File: config.mk
export PLATFORM = sky130hd
export DESIGN_NAME = store_buffer
export DESIGN_NICKNAME = d
export VERILOG_FILES = /design/src/rtl/store_buffer_pkg.sv /design/src/rtl/stbuf_match.sv /design/src/rtl/store_buffer.sv
export SDC_FILE = /design/constraint.sdc
export NUM_CORES = 1
export LEC_CHECK = 0
export BUFFER_PORTS_ARGS = -buffer_cell sky130_fd_sc_hd__buf_4
export CORE_ASPECT_RATIO = 0.6
export CORE_MARGIN = 2
export CORE_UTILIZATION = 53
export DETAILED_ROUTE_END_ITERATION = 16
export PLACE_DENSITY = 0.72
export RECOVER_POWER = 25
export SYNTH_ARGS = -nofsm -noshare
export SYNTH_HDL_FRONTEND = slang
export SYNTH_SLANG_ARGS = --single-unit
File: constraint.sdc
create_clock -name clk -period 5.05 [get_ports clk]
set_clock_uncertainty 0.1 [all_clocks]
set_input_delay 0.505 -clock clk [delete_from_list [all_inputs] [get_ports clk]]
set_output_delay 0.505 -clock clk [all_outputs]
set_load 0.1 [all_outputs]
File: src/rtl/store_buffer_pkg.sv
// store_buffer_pkg: shared MemWrite/MemRead size codes, byte-span constants and entry type.
// Mirrors the ctrl_encode_def definitions: none 2'b00, word 2'b01, halfword 2'b10, byte 2'b11.
// Optional forwarding is enabled by defining STBUF_FWD_EN.
package store_buffer_pkg;

    localparam logic [1:0] MEM_NONE = 2'b00;
    localparam logic [1:0] MEM_WORD = 2'b01;
    localparam logic [1:0] MEM_HALF = 2'b10;
    localparam logic [1:0] MEM_BYTE = 2'b11;

    localparam logic [2:0] SPAN_NONE = 3'd0;
    localparam logic [2:0] SPAN_BYTE = 3'd1;
    localparam logic [2:0] SPAN_HALF = 3'd2;
    localparam logic [2:0] SPAN_WORD = 3'd4;

    typedef struct packed {
        logic [31:0] addr;
        logic [31:0] data;
        logic [1:0]  size;
    } sb_entry_t;

    function automatic logic [2:0] span_of(input logic [1:0] sz);
        return sz == MEM_WORD ? SPAN_WORD :
               sz == MEM_HALF ? SPAN_HALF :
               sz == MEM_BYTE ? SPAN_BYTE : SPAN_NONE;
    endfunction

    // Low bytes of a store's data for a load of size sz at the same address, zero-extended.
    function automatic logic [31:0] low_bytes(input logic [31:0] d, input logic [1:0] sz);
        return sz == MEM_BYTE ? {24'b0, d[7:0]} :
               sz == MEM_HALF ? {16'b0, d[15:0]} : d;
    endfunction

endpackage

File: src/rtl/stbuf_match.sv
// stbuf_match: overlap / exact-match comparator between one buffered store and the load probe.
// Ports: valid_i entry occupied; e_addr_i/e_size_i entry; ld_addr_i/ld_size_i probe;
//        overlap_o byte ranges intersect; exact_o (only with STBUF_FWD_EN) forwardable match.
module stbuf_match
    import store_buffer_pkg::*;
(
    input  logic        valid_i,
    input  logic [31:0] e_addr_i,
    input  logic [1:0]  e_size_i,
    input  logic [31:0] ld_addr_i,
    input  logic [1:0]  ld_size_i,
    output logic        overlap_o
`ifdef STBUF_FWD_EN
    ,
    output logic        exact_o
`endif
);

    logic [2:0]  e_span, l_span;
    logic [32:0] e_lo, e_hi, l_lo, l_hi;

    assign e_span = span_of(e_size_i);
    assign l_span = span_of(ld_size_i);
    // 33-bit ends so a span reaching past 0xFFFFFFFF does not wrap to low addresses
    assign e_lo = {1'b0, e_addr_i};
    assign e_hi = e_lo + 33'(e_span);
    assign l_lo = {1'b0, ld_addr_i};
    assign l_hi = l_lo + 33'(l_span);

    assign overlap_o = valid_i && e_span != SPAN_NONE && l_span != SPAN_NONE && e_lo < l_hi && l_lo < e_hi;

`ifdef STBUF_FWD_EN
    assign exact_o = overlap_o && e_addr_i == ld_addr_i && e_span >= l_span;
`endif

endmodule

File: src/rtl/store_buffer.sv
// store_buffer: in-order CPU store FIFO draining into data memory, with load overlap detection.
// Ports: clk/rst (async, active-high); st_valid/st_addr/st_data/st_size/st_ready store input;
//        ld_addr/ld_size probe -> ld_hit/ld_data/ld_stall; drain_en memory free;
//        mem_addr/mem_wdata/mem_write registered memory write; empty/count occupancy.
// Define STBUF_FWD_EN to build store-to-load forwarding; otherwise any overlap stalls.
module store_buffer
    import store_buffer_pkg::*;
#(
    parameter int DEPTH = 4
) (
    input  logic                     clk,
    input  logic                     rst,
    input  logic                     st_valid,
    input  logic [31:0]              st_addr,
    input  logic [31:0]              st_data,
    input  logic [1:0]               st_size,
    output logic                     st_ready,
    input  logic [31:0]              ld_addr,
    input  logic [1:0]               ld_size,
    output logic                     ld_hit,
    output logic [31:0]              ld_data,
    output logic                     ld_stall,
    input  logic                     drain_en,
    output logic [31:0]              mem_addr,
    output logic [31:0]              mem_wdata,
    output logic [1:0]               mem_write,
    output logic                     empty,
    output logic [$clog2(DEPTH):0]   count
);

    localparam int AW = $clog2(DEPTH);

    sb_entry_t   buf_q [DEPTH];
    logic [AW-1:0] head_q, head_d, tail_q, tail_d;
    logic [AW:0]   count_q, count_d;
    logic [31:0]   mem_addr_q, mem_addr_d, mem_wdata_q, mem_wdata_d;
    logic [1:0]    mem_write_q, mem_write_d;
    logic          full, push, drain;
    logic [DEPTH-1:0] vld, ovl;
    logic          mem_ovl, any_ovl;

    assign full     = count_q == (AW+1)'(DEPTH);
    assign st_ready = !full;
    assign empty    = count_q == '0;
    assign count    = count_q;
    // st_ready ignores a same-cycle drain, so a full buffer never pushes
    assign push     = st_valid && st_ready && st_size != MEM_NONE;
    assign drain    = drain_en && !empty;

    assign mem_addr  = mem_addr_q;
    assign mem_wdata = mem_wdata_q;
    assign mem_write = mem_write_q;

    always_comb begin
        head_d      = drain ? head_q + 1'b1 : head_q;
        tail_d      = push ? tail_q + 1'b1 : tail_q;
        count_d     = count_q + (AW+1)'(push) - (AW+1)'(drain);
        mem_addr_d  = drain ? buf_q[head_q].addr : mem_addr_q;
        mem_wdata_d = drain ? buf_q[head_q].data : mem_wdata_q;
        mem_write_d = drain ? buf_q[head_q].size : MEM_NONE;
    end

    always_ff @(posedge clk or posedge rst) begin
        if (rst) begin
            head_q      <= '0;
            tail_q      <= '0;
            count_q     <= '0;
            mem_addr_q  <= '0;
            mem_wdata_q <= '0;
            mem_write_q <= MEM_NONE;
        end else begin
            head_q      <= head_d;
            tail_q      <= tail_d;
            count_q     <= count_d;
            mem_addr_q  <= mem_addr_d;
            mem_wdata_q <= mem_wdata_d;
            mem_write_q <= mem_write_d;
        end
    end

    // Payload storage needs no reset: occupancy is tracked by count_q alone
    always_ff @(posedge clk) begin
        if (push)
            buf_q[tail_q] <= '{addr: st_addr, data: st_data, size: st_size};
    end

`ifdef STBUF_FWD_EN
    logic [DEPTH-1:0] ext;
    logic             mem_ext;
`endif

    genvar i;
    generate
        for (i = 0; i < DEPTH; i++) begin : g_m
            logic [AW-1:0] rel;
            // slot is occupied when its distance from head is below count
            assign rel    = AW'(i) - head_q;
            assign vld[i] = {1'b0, rel} < count_q;
            stbuf_match u_match (
                .valid_i   (vld[i]),
                .e_addr_i  (buf_q[i].addr),
                .e_size_i  (buf_q[i].size),
                .ld_addr_i (ld_addr),
                .ld_size_i (ld_size),
                .overlap_o (ovl[i])
`ifdef STBUF_FWD_EN
                ,
                .exact_o   (ext[i])
`endif
            );
        end
    endgenerate

    // The in-flight memory write is older than every buffered entry but not yet in memory
    stbuf_match u_match_mem (
        .valid_i   (mem_write_q != MEM_NONE),
        .e_addr_i  (mem_addr_q),
        .e_size_i  (mem_write_q),
        .ld_addr_i (ld_addr),
        .ld_size_i (ld_size),
        .overlap_o (mem_ovl)
`ifdef STBUF_FWD_EN
        ,
        .exact_o   (mem_ext)
`endif
    );

    assign any_ovl = mem_ovl | (|ovl);

`ifdef STBUF_FWD_EN
    logic          new_exact;
    logic [31:0]   new_data;
    logic [AW-1:0] slot;

    // Walk oldest to newest so the last overlapping entry decides hit versus stall
    always_comb begin
        new_exact = mem_ext;
        new_data  = mem_wdata_q;
        slot      = head_q;
        for (int k = 0; k < DEPTH; k++) begin
            slot = head_q + AW'(k);
            if (ovl[slot]) begin
                new_exact = ext[slot];
                new_data  = buf_q[slot].data;
            end
        end
    end

    assign ld_hit   = new_exact;
    assign ld_stall = any_ovl && !new_exact;
    assign ld_data  = new_exact ? low_bytes(new_data, ld_size) : '0;
`else
    assign ld_hit   = 1'b0;
    assign ld_data  = '0;
    assign ld_stall = any_ovl;
`endif

endmodule

==> results.sh, run 1 <==
export IMPL_dpl_cell_area_sq_um=27200
export IMPL_ant_nets=0
export IMPL_drt_wl_total_um=77000
export IMPL_startpoint="ld_size[1]"
export IMPL_cts_sinks=337
export IMPL_start_kind="input port"
export IMPL_route_detailed_drc=0
export IMPL_die_h_um=166
export IMPL_rsz0062_at_grt="true"
export IMPL_syn_avg_cell_area_sq_um=12.1
export IMPL_critPathKind="input port to output port"
export IMPL_ys_types=76
export IMPL_cts_tree="yes"
export IMPL_fin_area_sq_um=28800
export IMPL_dr_wl_met3_um=9460
export IMPL_worst_slack_ns=-0.723
export IMPL_coreArea_sq_um=43300
export IMPL_post_route_period_util_pct=114
export IMPL_fmax_mhz=173
export IMPL_final_layout_size_suffix_gt1_share_pct=28.5
export IMPL_dieArea_sq_um=45500
export IMPL_async_flop_share_pct=21.7
export IMPL_synth_warnings=0
export IMPL_ys_flop_type="edfxtp_1"
export IMPL_clk_latency_ns=0.61
export IMPL_final_nets=2872
export IMPL_hold_viol_final=0
export IMPL_dr_wl_met2_um=30200
export IMPL_syn_to_final_growth_pct=24.2
export IMPL_wire_per_inst_um=25.4
export IMPL_preCtsSetupSlack_ns=-0.891
export IMPL_rrSetupSlack_ns=1.97
export IMPL_layout_cells_non_filler=3032
export IMPL_grt_max_degree=67
export IMPL_grt_pass1_vias=18200
export IMPL_ctsHtreeMaxLevel=1
export IMPL_grt_antenna_before_repair=5
export IMPL_drt_iter0_markers=2294
export IMPL_track_usage_pct=33.8
export IMPL_vias=18900
export IMPL_overflow=0
export IMPL_timing_rr_end="mem_addr[30]"
export IMPL_drt_met1_wl_um=36000
export IMPL_power_leakage_nw=11.8
export IMPL_required_ns=4.45
export IMPL_fin_crit_ns=5.77
export IMPL_slew_headroom_pct=22.1
export IMPL_setup_tns_ns=-0.723
export IMPL_power_mw=14.7
export IMPL_tightest_slew_ns=1.17
export IMPL_numCtsBuffers=31
export IMPL_power_density_nw_per_um2=509
export IMPL_ir_drop_mv=0.876
export IMPL_clock_root_buffer="clkbuf_16"
export IMPL_status="complete, but fails checks"
export IMPL_io_buffers=175
export IMPL_synth_edff_count=264
export IMPL_worstPathMaxFanout=3
export IMPL_dr_pass1_iters=6
export IMPL_r2r_start="head_q[0]"
export IMPL_initial_core_util_pct=53.6
export IMPL_synthCells=1921
export IMPL_post_place_cells=2931
export IMPL_r2r_cells=4
export IMPL_cap_violations=0
export IMPL_viasPerCell=6.23
export IMPL_path_clk_slew_ns=0.07
export IMPL_syn_area_sq_um=23200
export IMPL_clk_path_buf_depth=3
export IMPL_endpoint="ld_stall"
export IMPL_setup_viol=1
export IMPL_ys_seq_elements=337
export IMPL_yosysSeqAreaShare_pct=42.0
export IMPL_endpoint_kind="output port"
export IMPL_hold_path_depth=1
export IMPL_die_w_um=274
export IMPL_io_pins=209
export IMPL_route_top_layer_used="met5"
export IMPL_fp_row_count=59
export IMPL_failed_checks="negative setup slack"
export IMPL_grt_pass1_wl_um=115000
export IMPL_hold_class="input port to register"
export IMPL_worstPathArrival_ns=5.17
export IMPL_place_congestion=1.05
export IMPL_drv_slew=0
export IMPL_hpwl_um=60000
layout by cell type (no fill, tap or decap), drive strengths merged, types with 5 or more instances in the layout:
cell type    instances
dfrtp               73
a21o                45
o31ai                5
clkinvlp             5
buf                421
dlygate4sd3         29
fa                   7
clkbuf              84
a2111oi             10
a31oi                8
nor2                72
or2                  5
conb                33
and2                19
and3                39
o21a                12
clkinv               7
nor3                17
and4                23
nor3b                6
nand2b              17
nor2b               25
o211ai              16
xnor2               66
a211oi              21
mux4                66
nand3               80
nand2              138
a21oi              106
bufinv               7
mux2                64
inv                 42
o21ai               59
edfxtp             264
xor2               120
ha                 334
nor4                11
nand4               56
cell families after synthesis:
group | synth area share [%]
xor+xnor | 7.05
mux | 9.53
flops | 42.0
fa+ha+maj | 18.7
compound gates | 8.56
buf+inv | 2.15
other cells | 0.0162
simple gates | 12.0
flip-flops by register name, indices dropped and copies added, names as in the netlist:
register / count
mem_write: 2
mem_addr: 32
buf_q: 264
count: 3
head_q: 2
mem_wdata: 32
tail_q: 2
layout make-up:
cell class              instances  area [sq um]
fillers                      3284         14400
flip-flops and latches        337          9760
inverters                      39           149
diodes                          1          2.50
well taps                     579           724
repair buffers                498          3690
clock inverters                22           337
clock buffers                  36           815
multi-input cells            1520         13300
synth_stat cells (all sizes together) (6+ instances only):
cell     number  area (sq um)
and2         19           119
a31oi         8          50.1
ha          334          4180
inv          39           146
nand2b       17           106
edfxtp      264          7930
mux4         66          1490
and4         23           210
clkbuf       16          60.1
nand4        56           365
buf          41           292
a211oi       21           158
xnor2        66           586
nand3        80           443
nor3         17          85.1
nor2         72           278
a21oi       106           531
a21o         45           339
nor3b         6          45.0
nor2b        25           156
nand2       138           518
fa            7           140
mux2         64           721
and3         39           248
xor2        120          1050
dfrtp        73          1830
nor4         11           120
o21ai        59           295
o21a         12          90.1
a2111oi      10          87.6
o211ai       16           125
worst max-delay path: stages:
cell,delay [ns]
buf_4,0.11
buf_4,0.12
and2_1,0.15
ha_1,0.18
buf_4,0.13
fa_1,0.40
a21o_1,0.27
and2_1,0.23
and3_1,0.29
nand3_1,0.14
xor2_1,0.27
buf_4,0.18
ha_1,0.23
nand2_1,0.08
a21oi_1,0.06
a211oi_2,0.31
buf_4,0.17
o21ai_1,0.08
maj3_1,0.40
a2111oi_1,0.43
or4_4,0.23
buf_12,0.17
how the worst min path moves through the flow:
stage | startpoint | end | slack (ns)
detailed placement | mem_wdata[3] | mem_wdata[3] | 0.40
floorplan | tail_q[1] | tail_q[1] | 0.48
CTS | st_data[26] | buf_q[3][28] | 0.0002
global placement | mem_wdata[27] | mem_wdata[27] | 0.39
finish | st_data[26] | buf_q[3][28] | 0.08
global route | st_data[11] | buf_q[3][13] | 0.09
metal layers:
layer,track usage (%),vias to the layer above
li1,-,8373
met5,0,-
met1,55.3,9382
met2,45.3,1021
met3,8.53,113
met4,4.87,8
through the flow:
stage | hold slack (ns) | utilization, %
after floorplan | 0.480 | -
after global placement | 0.391 | 62.9
after detailed placement | 0.397 | 62.9
after CTS | 0.000174 | 66.9
after global routing | 0.0946 | 66.6
final | 0.0836 | 66.6
where the power goes:
part,switching (mW),internal (mW),leakage [nW]
registers,0.649,3.68,3.26
clock network,1.12,1.54,0.547
logic,5.00,2.69,8.03
total,6.77,7.91,11.8
timing repair:
| item | CTS | global route |
|---|---|---|
| pin swaps | 27 | 4 |
| hold buffers | 29 | 0 |
| hold endpoints to repair | 137 | 0 |
| setup buffers | 11 | 2 |
| gates resized for setup | 71 | 6 |
| setup endpoints to repair | 1 | 1 |
(Power assumes the default switching activity.)
==> inputs of run 2 (changes only) <==
Settings changed: SKIP_CTS_REPAIR_TIMING set to 1.
==> run 2 against run 1 <==
- the run ends with negative hold slack, negative setup slack left
- maximum frequency about the same
- global-route usage decreased by 0.36 points
- non-clock buffer count decreased by 6
- critical path type is now register to output port
- largest power group unchanged
- highest routed layer unchanged
==> results.sh, run 2 (same netlist as run 1, synthesis figures left out) <==
export IMPL_fmax_mhz=173
export IMPL_coreArea_sq_um=43300
export IMPL_fp_row_count=59
export IMPL_fin_area_sq_um=28900
export IMPL_dr_pass1_iters=5
export IMPL_ant_nets=0
export IMPL_fillers=3260
export IMPL_viasPerCell=6.20
export IMPL_path_clk_slew_ns=0.07
export IMPL_wire_per_inst_um=25.4
export IMPL_route_detailed_drc=0
export IMPL_failed_checks="negative hold slack, negative setup slack"
export IMPL_place_congestion=1.05
export IMPL_grt_antenna_before_repair=6
export IMPL_syn_to_final_growth_pct=24.7
export IMPL_dieArea_sq_um=45500
export IMPL_hold_class="input port to async pin"
export IMPL_startpoint="buf_q[1][0]"
export IMPL_dpl_cell_area_sq_um=27200
export IMPL_cap_violations=0
export IMPL_clk_path_buf_depth=3
export IMPL_io_pins=209
export IMPL_worstPathMaxFanout=4
export IMPL_slew_headroom_pct=23.6
export IMPL_vias=18800
export IMPL_worstPathArrival_ns=5.17
export IMPL_initial_core_util_pct=53.6
export IMPL_holdWs_ns=-0.0221
export IMPL_final_layout_size_suffix_gt1_share_pct=29.6
export IMPL_overflow=0
export IMPL_endpoint_kind="output port"
export IMPL_max_stage_delay_ns=0.57
export IMPL_cp_common_cell="buf_4"
export IMPL_die_w_um=274
export IMPL_fin_crit_ns=5.78
export IMPL_ctsHtreeMaxLevel=1
export IMPL_cts_sinks=337
export IMPL_hold_viol_final=35
export IMPL_start_kind="register"
export IMPL_r2r_cells=4
export IMPL_cp_cell_sequence="and2_1, ha_2, inv_1, fa_2, nand2b_4, a211oi_2, buf_4, buf_4, and2_4, buf_4, nand3_1, xor2_1, ha_1, a21o_1, nand3_1, a21oi_1, o31ai_1, o2111a_1, a211oi_2, a311oi_1, or4_4, buf_12"
export IMPL_final_cell_mix="418 x buf_4, 329 x ha_1, 264 x edfxtp_1"
export IMPL_drt_iter0_markers=2088
export IMPL_power_density_nw_per_um2=508
export IMPL_drv_slew=0
export IMPL_numCtsBuffers=31
export IMPL_power_mw=14.7
export IMPL_tightest_slew_ns=1.15
export IMPL_required_ns=4.45
export IMPL_hpwl_um=60000
export IMPL_r2r_start="head_q[0]"
export IMPL_power_leakage_nw=11.9
export IMPL_ir_drop_mv=0.876
export IMPL_largest_register_ff_count=264
export IMPL_die_h_um=166
export IMPL_rrSetupSlack_ns=1.97
export IMPL_setup_viol=1
export IMPL_clock_root_buffer="clkbuf_16"
export IMPL_io_buffers=175
export IMPL_regMostFlops="buf_q"
export IMPL_final_nets=2866
export IMPL_setup_tns_ns=-0.726
export IMPL_worst_slack_ns=-0.726
export IMPL_endpoint="ld_stall"
export IMPL_final_common_cell="buf_4"
export IMPL_cp_slowest_cell="or4_4"
export IMPL_drt_wl_total_um=76900
export IMPL_grt_pass1_vias=17900
export IMPL_clk_latency_ns=0.59
export IMPL_critPathKind="register to output port"
export IMPL_post_route_period_util_pct=114
export IMPL_grt_pass1_wl_um=113000
export IMPL_track_usage_pct=33.4
export IMPL_cts_tree="yes"
export IMPL_status="complete, but fails checks"
export IMPL_timing_rr_end="mem_addr[30]"
export IMPL_rsz0062_at_grt="true"
export IMPL_grt_max_degree=67
run 2: per-stage QoR:
step	setup slack, ns	util, %	std cells
CTS	-1.33	65.5	2989
detailed placement	-0.891	62.9	2931
finish	-0.726	66.9	3026
floorplan	0.0757	-	1953
global placement	-0.791	62.9	2931
global route	-0.833	66.9	3026
run 2: layout make-up:
class / instances / area [sq um] / share of cell area (%)
Tap cell: 579 / 724 / 2.50
Antenna cell: 1 / 2.50 / 0.00864
Multi-Input combinational cell: 1520 / 13500 / 46.7
Sequential cell: 337 / 9760 / 33.7
Inverter: 39 / 149 / 0.514
Clock buffer: 36 / 815 / 2.81
Timing Repair Buffer: 492 / 3630 / 12.5
Clock inverter: 22 / 337 / 1.16
run 2: power breakdown:
| group | switching [mW] | internal, mW | leakage (nW) | total [mW] |
|---|---|---|---|---|
| Combinational | 5.01 | 2.70 | 8.06 | 7.71 |
| Sequential | 0.658 | 3.68 | 3.26 | 4.34 |
| Clock | 1.12 | 1.54 | 0.547 | 2.65 |
| Total | 6.78 | 7.92 | 11.9 | 14.7 |
run 2: layer usage:
layer / track usage [%] / vias up / share of wire [%]
li1: - / 8370 / -
met5: 0 / - / 0.066
met2: 44.6 / 1024 / 39
met4: 4.73 / 8 / 1.5
met3: 9.15 / 101 / 13
met1: 54.5 / 9270 / 46
run 2: worst max-delay path: cells and delay by family, from the launching register on:
| kind | cells | cell delay (ns) |
|---|---|---|
| xor+xnor | 1 | 0.18 |
| simple gates | 6 | 1.30 |
| buf+inv | 5 | 0.68 |
| fa+ha+maj | 3 | 0.83 |
| flops | 1 | 0.40 |
| compound gates | 7 | 1.18 |
run 2: how the worst min path moves through the flow:
stage,start,endpoint,slack (ns),cells after the start
CTS,rst,mem_write[0],-0.02,2
global route,rst,mem_addr[15],0.01,2
finish,rst,mem_addr[1],-0.02,2
global placement,mem_wdata[27],mem_wdata[27],0.39,1
detailed placement,mem_wdata[3],mem_wdata[3],0.40,1
floorplan,tail_q[1],tail_q[1],0.48,2
